--- src/rtl/data_mem_pkg.sv ---
// Shared encodings and defaults for the data memory controller.
// Build option: DATA_MEM_MISALIGN_CHECK_EN enables misalignment/illegal-mode error responses.
package data_mem_pkg;

   localparam int unsigned DEF_ADDR_WIDTH = 16;
   localparam int unsigned DEF_DATA_WIDTH = 32;

   typedef enum logic [1:0] {
      MODE_B = 2'b00,
      MODE_H = 2'b01,
      MODE_W = 2'b10,
      MODE_X = 2'b11
   } mode_t;

   typedef enum logic [2:0] {
      ST_IDLE = 3'd0,
      ST_RD   = 3'd1,
      ST_WAIT = 3'd2,
      ST_WR   = 3'd3,
      ST_RESP = 3'd4
   } state_t;

   typedef struct packed {
      logic  we;
      mode_t mode;
      logic  sgn;
   } req_ctl_t;

   // True when the low address bits do not suit the access size, or the mode is illegal.
   function automatic logic is_misaligned(input mode_t m, input logic [1:0] off);
      logic r;
      case (m)
         MODE_B:  r = 1'b0;
         MODE_H:  r = off[0];
         MODE_W:  r = (off != 2'b00);
         default: r = 1'b1;
      endcase
      return r;
   endfunction

endpackage

--- src/rtl/data_mem_lane.sv ---
// Little-endian lane extract/extend for loads and lane merge for read-modify-write stores.
module data_mem_lane import data_mem_pkg::*; #(
   parameter int unsigned DATA_WIDTH = DEF_DATA_WIDTH
) (
   input  logic [DATA_WIDTH-1:0] i_word,
   input  logic [DATA_WIDTH-1:0] i_wdata,
   input  logic [1:0]            i_off,
   input  mode_t                 i_mode,
   input  logic                  i_sgn,
   output logic [DATA_WIDTH-1:0] o_load_c,
   output logic [DATA_WIDTH-1:0] o_merged_c
);

   logic [7:0]  w_byte;
   logic [15:0] w_half;

   assign w_byte = i_word[{i_off, 3'b000} +: 8];
   assign w_half = i_word[{i_off[1], 4'b0000} +: 16];

   always_comb begin
      o_load_c   = i_word;
      o_merged_c = i_word;
      case (i_mode)
         MODE_B: begin
            o_load_c = {{(DATA_WIDTH-8){i_sgn & w_byte[7]}}, w_byte};
            o_merged_c[{i_off, 3'b000} +: 8] = i_wdata[7:0];
         end
         MODE_H: begin
            o_load_c = {{(DATA_WIDTH-16){i_sgn & w_half[15]}}, w_half};
            o_merged_c[{i_off[1], 4'b0000} +: 16] = i_wdata[15:0];
         end
         default: begin
            o_load_c   = i_word;
            o_merged_c = i_wdata;
         end
      endcase
   end

endmodule

--- src/rtl/data_mem_ctrl.sv ---
// Byte/half/word load-store controller in front of a synchronous data RAM.
// Build option: DATA_MEM_MISALIGN_CHECK_EN reports misaligned/illegal accesses instead of masking them.
module data_mem_ctrl import data_mem_pkg::*; #(
   parameter int unsigned ADDR_WIDTH = DEF_ADDR_WIDTH,
   parameter int unsigned DATA_WIDTH = DEF_DATA_WIDTH
) (
   input  logic                  clk,
   input  logic                  rst,
   input  logic                  req_valid,
   output logic                  req_ready,
   input  logic                  req_we,
   input  logic [1:0]            req_mode,
   input  logic                  req_signed,
   input  logic [ADDR_WIDTH-1:0] req_addr,
   input  logic [DATA_WIDTH-1:0] req_wdata,
   output logic                  resp_valid,
   output logic [DATA_WIDTH-1:0] resp_rdata,
   output logic                  resp_err,
   output logic                  ram_ena,
   output logic                  ram_wr_flag,
   output logic [ADDR_WIDTH-1:0] ram_addr,
   output logic [DATA_WIDTH-1:0] ram_wdata,
   input  logic [DATA_WIDTH-1:0] ram_rdata
);

   state_t                r_state;
   req_ctl_t              r_ctl;
   logic [ADDR_WIDTH-1:0] r_addr;
   logic [DATA_WIDTH-1:0] r_wdata;
   logic [DATA_WIDTH-1:0] r_ram_wdata;
   logic [DATA_WIDTH-1:0] r_resp_rdata;
   logic                  r_resp_valid;
   logic                  r_resp_err;

   mode_t                 w_mode_eff;
   logic [ADDR_WIDTH-1:0] w_addr_eff;
   logic                  w_err;
   logic [DATA_WIDTH-1:0] w_load;
   logic [DATA_WIDTH-1:0] w_merged;

`ifdef DATA_MEM_MISALIGN_CHECK_EN
   // Bad accesses are flagged at accept and never reach the RAM.
   always_comb begin
      w_mode_eff = mode_t'(req_mode);
      w_addr_eff = req_addr;
      w_err      = is_misaligned(mode_t'(req_mode), req_addr[1:0]);
   end
`else
   // Illegal mode behaves as word; low address bits are forced to the access size.
   always_comb begin
      w_mode_eff = (req_mode == MODE_X) ? MODE_W : mode_t'(req_mode);
      w_addr_eff = req_addr;
      w_err      = 1'b0;
      case (w_mode_eff)
         MODE_H:  w_addr_eff[0]   = 1'b0;
         MODE_W:  w_addr_eff[1:0] = 2'b00;
         default: ;
      endcase
   end
`endif

   data_mem_lane #(
      .DATA_WIDTH (DATA_WIDTH)
   ) u_lane (
      .i_word     (ram_rdata),
      .i_wdata    (r_wdata),
      .i_off      (r_addr[1:0]),
      .i_mode     (r_ctl.mode),
      .i_sgn      (r_ctl.sgn),
      .o_load_c   (w_load),
      .o_merged_c (w_merged)
   );

   // Sequencer: response fields are loaded on the edge entering RESP and cleared otherwise.
   always_ff @(posedge clk or negedge rst) begin
      if (!rst) begin
         r_state      <= ST_IDLE;
         r_ctl        <= '0;
         r_addr       <= '0;
         r_wdata      <= '0;
         r_ram_wdata  <= '0;
         r_resp_rdata <= '0;
         r_resp_valid <= 1'b0;
         r_resp_err   <= 1'b0;
      end else begin
         r_resp_valid <= 1'b0;
         r_resp_err   <= 1'b0;
         r_resp_rdata <= '0;
         case (r_state)
            ST_IDLE: begin
               if (req_valid) begin
                  r_ctl   <= '{we: req_we, mode: w_mode_eff, sgn: req_signed};
                  r_addr  <= w_addr_eff;
                  r_wdata <= req_wdata;
                  if (w_err) begin
                     r_resp_valid <= 1'b1;
                     r_resp_err   <= 1'b1;
                     r_state      <= ST_RESP;
                  end else if (req_we && (w_mode_eff == MODE_W)) begin
                     r_ram_wdata <= req_wdata;
                     r_state     <= ST_WR;
                  end else begin
                     r_state <= ST_RD;
                  end
               end
            end
            ST_RD:   r_state <= ST_WAIT;
            ST_WAIT: begin
               if (r_ctl.we) begin
                  r_ram_wdata <= w_merged;
                  r_state     <= ST_WR;
               end else begin
                  r_resp_rdata <= w_load;
                  r_resp_valid <= 1'b1;
                  r_state      <= ST_RESP;
               end
            end
            ST_WR: begin
               r_resp_valid <= 1'b1;
               r_state      <= ST_RESP;
            end
            ST_RESP: r_state <= ST_IDLE;
            default: r_state <= ST_IDLE;
         endcase
      end
   end

   // RAM strobes decode only the state flop, so an async reset drops them at once.
   assign req_ready   = (r_state == ST_IDLE);
   assign ram_ena     = (r_state == ST_RD) || (r_state == ST_WR);
   assign ram_wr_flag = (r_state == ST_WR);
   assign ram_addr    = r_addr;
   assign ram_wdata   = r_ram_wdata;
   assign resp_valid  = r_resp_valid;
   assign resp_rdata  = r_resp_rdata;
   assign resp_err    = r_resp_err;

endmodule

--- config.mk ---
export PLATFORM = sky130hd
export DESIGN_NAME = data_mem_ctrl
export DESIGN_NICKNAME = d
export VERILOG_FILES = /design/src/rtl/data_mem_pkg.sv /design/src/rtl/data_mem_lane.sv /design/src/rtl/data_mem_ctrl.sv
export SDC_FILE = /design/constraint.sdc
export NUM_CORES = 1
export LEC_CHECK = 0
export CAP_MARGIN = 20
export CORE_UTILIZATION = 53
export CTS_BUF_LIST = sky130_fd_sc_hd__clkbuf_16
export DETAILED_ROUTE_END_ITERATION = 16
export PLACE_DENSITY = 0.92
export SYNTH_ARGS = -nofsm -noshare
export SYNTH_HDL_FRONTEND = slang
export SYNTH_SLANG_ARGS = --single-unit
--- constraint.sdc ---
create_clock -name clk -period 5.2 [get_ports clk]
set_clock_uncertainty 0.1 [all_clocks]
set_input_delay 0.78 -clock clk [delete_from_list [all_inputs] [get_ports clk]]
set_output_delay 0.78 -clock clk [all_outputs]
set_load 0.005 [all_outputs]
==> impl_metrics.yaml, run 1 <==
placed_design:
  dp_hpwl_um: 13700
  placed_cell_area_um2: 7960
  finalWeightedCongestion: 0.892
  io_buffers: 170
pwr:
  finalPower_w: 0.00524
  seqPwrFrac: 0.336
  netSwitchingFraction: 0.371
  clock_power_share: 0.223
  leakage_nw: 3.63
  p_switching_w: 0.00195
  ir_drop_v: 0.000393
  p_int_w: 0.00330
  power_density_nw_per_um2: 609
  combinationalPowerShare: 0.441
critical_path:
  critPathTopFamily: "flip-flops"
  required_ns: 5.40
  crit_buf_inv: 1
  crit_cells: 6
  setup.worst_path.end_class: "register"
  path_class: "register to register"
  crit_path_start_kind: "register"
  cpMaxStageDelayCell: "dfrtp_2"
  cp.arrival_ns: 3.65
  reg2regPathDepth: 6
  cpPeakStageDelay_ns: 1.04
  worstPathCellList: "clkinv_1 -> ha_1 -> or4bb_1 -> a21oi_1 -> a2111oi_0 -> o21ai_0"
  path_max_fanout: 48
finish:
  nFillCells: 749
  design_area_um2: 8610
  nets: 809
  drive_above_1_share: 0.159
  area_delta_synth_final_pct: 37.1
  antenna_cells: 0
  finish.utilization: 0.751
sta:
  rsz0062_at_grt: "false"
  slew_violations: 0
  tightest_slew_ns: 1.09
  setup_viol_count_final: 0
  period_minus_slack_ns: 3.45
  hold_ws_ns: 0.306
  relSlewSlack: 0.267
  tns_ns: 0
  fmax_mhz: 290
  hold_viol_final: 0
  fin_crit_sh: 0.664
synth:
  synth_area_um2: 6280
  synthCells: 569
  synth_flop_cell: "dfrtp_1"
  synth_edf_count: 0
  syn_area_per_cell_um2: 11.0
  yosysWarnings: 0
  syn-num-nets: 661
  yosysSeqAreaShare: 0.478
  synth-seq-cells: 120
  async_flop_share: 1.00
  synthDistinctLibCells: 51
die:
  io_pins: 172
  initial_core_util: 0.548
  coreArea_um2: 11500
  die_w_um: 111
  rows: 39
  dieArea_um2: 12300
  die_h_um: 111
routing:
  finalWirelength_um: 20400
  via_per_inst: 6.60
  drt_iter0_markers: 758
  first_pass_iters: 6
  wl_per_cell_um: 23.4
  route.vias.total: 5765
  drc: 0
  postRouteAntennaNets: 0
clock_network:
  cts_tree: "done"
  hold_buffers: 0
  clk_transition_reported_paths_ns: 0.06
  numCtsBuffers: 17
  cts.htree.levels: 4
  postCtsSetupBuffers: 0
  cts_resized: 0
  clock_latency_ns: 0.41
  ctsLongestPathBuffers: 2
  cts_sinks: 120
  clockRootBuffer: "clkbuf_16"
grt:
  grt_pass1_wl_um: 32300
  grt_pass1_vias: 5847
  grt-ovfl-total: 0
  grt_antenna_before_repair: 0
  grt_max_degree: 67
  grt.total_usage: 0.338
run:
  cap_violations: 0
run_status:
  status: "finished clean"
min_path:
  hold_class: "primary input to async pin"
power by group through the flow:
stage,combinational [W],sequential [W],clock [W]
floorplan,0.00140,0.00158,0
CTS,0.00221,0.00177,0.00118
global route,0.00248,0.00180,0.00122
finish,0.00232,0.00176,0.00117
global placement,0.00209,0.00175,0
detailed placement,0.00218,0.00177,0
path summary, 6_finish.rpt:
path	start	to	slack, ns
setup reg to reg	ram_addr[1]	ram_wdata[4]	1.75
max in group asynchronous	rst	ram_wdata[2]	3.37
min in group clk	ram_wdata[19]	ram_wdata[19]	0.40
hold / removal	rst	resp_rdata[20]	0.31
setup / recovery	ram_addr[1]	ram_wdata[4]	1.75
hold reg to reg	ram_wdata[19]	ram_wdata[19]	0.40
logic make-up (layout without fill, tap and decap cells):
group	count (synthesis)	after routing	synth area share
AO/OA/AOI/OAI	177	177	0.201
buffers and inverters	53	214	0.0428
multiplexers	75	75	0.143
flip-flops	120	120	0.478
adder cells (fa/ha/maj)	5	5	0.00996
AND/OR/NAND/NOR	138	138	0.123
other	1	1	0.000597
cells in the mapped netlist (16+ instances only):
library cell  count  share of area
clkbuf_1         18          0.011
a21o_1           16          0.019
mux2i_1          18          0.029
nand2_1          38          0.023
a221o_1          16          0.026
buf_2            19          0.015
o21ai_0          44          0.035
o21ai_1          17          0.014
nor2_1           29          0.017
mux2_2           50          0.090
a211oi_1         19          0.023
dfrtp_1         120           0.48
sequential cells by signal, summed over array words and instances, names as in the netlist:
register / flops
r_wdata: 32
r_state: 3
resp_valid: 1
r_ctl: 4
ram_addr: 16
ram_wdata: 32
resp_rdata: 32
cells in the final DEF, fill, tap and decap left out, types with 4 or more instances in the layout:
| cell type | instances |
|---|---|
| clkdlybuf4s50_1 | 169 |
| dfrtp_1 | 119 |
| mux2_2 | 50 |
| o21ai_0 | 44 |
| nand2_1 | 38 |
| nor2_1 | 29 |
| a211oi_1 | 19 |
| mux2i_1 | 18 |
| o21ai_1 | 17 |
| clkbuf_16 | 17 |
| a21o_1 | 16 |
| a221o_1 | 16 |
| nand2b_1 | 13 |
| nand3_1 | 11 |
| a21oi_1 | 10 |
| and3_1 | 9 |
| o221a_2 | 8 |
| nor4b_1 | 8 |
| a221oi_1 | 8 |
| o211ai_1 | 8 |
| a2111oi_0 | 8 |
| o21a_1 | 7 |
| o22ai_1 | 7 |
| mux4_2 | 7 |
| or4bb_1 | 6 |
| buf_4 | 6 |
| nor2b_1 | 5 |
| inv_1 | 5 |
| ha_1 | 5 |
| a211oi_2 | 4 |
area by class of cell:
class	count	area, µm²	share of cell area
clock buffer	17	425	0.0494
clock inverter	15	161	0.0188
inverter	4	15.0	0.00174
multi-input combinational	396	3010	0.350
sequential	120	3000	0.349
tap	143	179	0.0208
timing repair buffer	178	1810	0.210
routing by layer:
layer  vias to the layer above  track usage  wire [µm]
met4                         0        0.120        709
met5                         -            0          0
met1                      2804        0.432       7740
met3                        67        0.114       2410
met2                       452        0.538       9540
li1                       2442            -          -
stage by stage:
step | worst slack [ns] | instances
finish | 1.75 | 873
global placement | 1.99 | 837
detailed placement | 1.87 | 838
floorplan | 2.65 | 569
global route | 1.60 | 873
CTS | 1.82 | 870
Power figures use the tool's default switching activity.
==> inputs of run 2 (changes only) <==
- CORE_UTILIZATION: 53 -> 44
- PLACE_DENSITY: 0.92 -> 0.82
- clock period: 5.2 -> 2.9 ns (I/O delays scaled with it)
==> impl_metrics.yaml, run 2 (synthesis gave the netlist of run 1 again) <==
die:
  rows: 43
  initial_core_util: 0.452
  io_pins: 172
  coreArea_um2: 13900
  die_h_um: 121
  die_w_um: 121
  dieArea_um2: 14800
routing:
  drt-met1-wl_um: 8220
  met3_wirelength_um: 1870
  wl_met2_um: 8700
  drt_iter0_markers: 634
  via_per_inst: 6.10
  route.vias.total: 5583
  finalWirelength_um: 19400
  highest_layer: "met4"
  postRouteAntennaNets: 0
  drc: 0
  wl_per_cell_um: 21.2
  first_pass_iters: 7
sta:
  setup_viol_count_final: 0
  hold_viol_final: 0
  period_minus_slack_ns: 2.53
  tightest_slew_ns: 0.980
  fin_crit_sh: 0.871
  rsz0062_at_grt: "false"
  relSlewSlack: 0.342
  slew_violations: 0
  fmax_mhz: 396
  tns_ns: 0
grt:
  grt-ovfl-total: 0
  grt_max_degree: 121
  grt_antenna_before_repair: 0
  grt_pass1_vias: 5534
  grt_pass1_wl_um: 30500
  grt.total_usage: 0.277
critical_path:
  cpPeakStageDelay_ns: 0.62
  path_max_fanout: 11
  path_class: "register to register"
  required_ns: 3.07
  cpMaxStageDelayCell: "a2111oi_0"
  crit_path_start_kind: "register"
  worstPathCellList: "clkinv_1 -> ha_1 -> or4bb_1 -> a21oi_1 -> a2111oi_0 -> o21ai_0"
  cp.arrival_ns: 2.70
  critPathTopFamily: "compound AO/OA/AOI/OAI gates"
  setup.worst_path.end_class: "register"
  crit_buf_inv: 1
run_status:
  status: "finished clean"
clock_network:
  clock_latency_ns: 0.42
  cts.htree.levels: 4
  cts_tree: "done"
  cts_resized: 0
  clk_transition_reported_paths_ns: 0.06
  cts_sinks: 120
  numCtsBuffers: 17
  postCtsSetupBuffers: 0
  hold_buffers: 0
  clockRootBuffer: "clkbuf_16"
  ctsLongestPathBuffers: 2
finish:
  fin_cells: 915
  mostFrequentLayoutCell: "clkdlybuf4s50_1"
  area_delta_synth_final_pct: 37.0
  nFillCells: 1102
  design_area_um2: 8600
  multiInputGateArea_um2: 3010
  nets: 815
  drive_above_1_share: 0.162
  final_cell_mix: "169 x clkdlybuf4s50_1, 119 x dfrtp_1, 50 x mux2_2"
  antenna_cells: 0
  seqCellArea_um2: 3000
placed_design:
  dp_hpwl_um: 13600
  io_buffers: 170
  placed_cell_area_um2: 8090
  dp_cells: 884
  finalWeightedCongestion: 0.898
min_path:
  hold_class: "primary input to async pin"
run:
  cap_violations: 0
pwr:
  power_density_nw_per_um2: 1050
  ir_drop_v: 0.000523
  leakage_nw: 3.62
==> run 2: cell count changes in the layout (fill, tap and decap cells not counted), sizes merged <==
cell    delta
buf        +6
bufinv     -2
inv        -2
clkinv     +3
==> run 2: worst register-to-register path, delay by kind of cell (launching register included) <==
kind	cells	cell delay, ns
buffers and inverters	1	0.27
DFF	1	0.38
and+or+nand+nor	1	0.17
adders and majority gates	1	0.56
AOI/OAI and AO/OA	3	0.88
==> run 2: final cells by class <==
| type | instances | area share |
|---|---|---|
| Sequential cell | 120 | 0.349 |
| Timing Repair Buffer | 184 | 0.213 |
| Clock buffer | 17 | 0.0494 |
| Multi-Input combinational cell | 396 | 0.350 |
| Clock inverter | 14 | 0.0108 |
| Inverter | 4 | 0.00175 |
| Tap cell | 180 | 0.0262 |
==> run 2: path summary, 6_finish.rpt <==
check                                end  cells after the start  slack (ns)     startpoint
max in group asynchronous    ram_addr[1]                      2        2.23            rst
min in group clk           ram_wdata[20]                      2        0.39  ram_wdata[20]
min                           r_state[1]                      2       0.003            rst
max reg2reg                 ram_wdata[0]                      6        0.37    ram_addr[1]
min reg2reg                ram_wdata[20]                      2        0.39  ram_wdata[20]
max                         ram_wdata[0]                      6        0.37    ram_addr[1]
==> run 2: per-stage QoR <==
stage | total power, W | setup slack, ns | hold slack [ns] | util
after floorplan | 0.00534 | 0.349 | 0.0394 | -
after global placement | 0.00700 | 0.575 | 0.374 | 0.582
after detailed placement | 0.00715 | 0.432 | 0.379 | 0.582
after CTS | 0.00906 | 0.402 | 0.0347 | 0.620
after global routing | 0.00962 | 0.277 | 0.0536 | 0.620
final | 0.00908 | 0.374 | 0.00325 | 0.620
==> run 2: where the power goes <==
group | switching, W | internal (W)
logic | 0.00200 | 0.00219
clock network | 0.000726 | 0.00114
registers | 0.000645 | 0.00238
==> run 2: layer usage <==
metal,vias to the layer above,GRT usage
met5,-,0
met4,0,0.114
met3,55,0.0761
met2,340,0.405
met1,2747,0.384
li1,2441,-
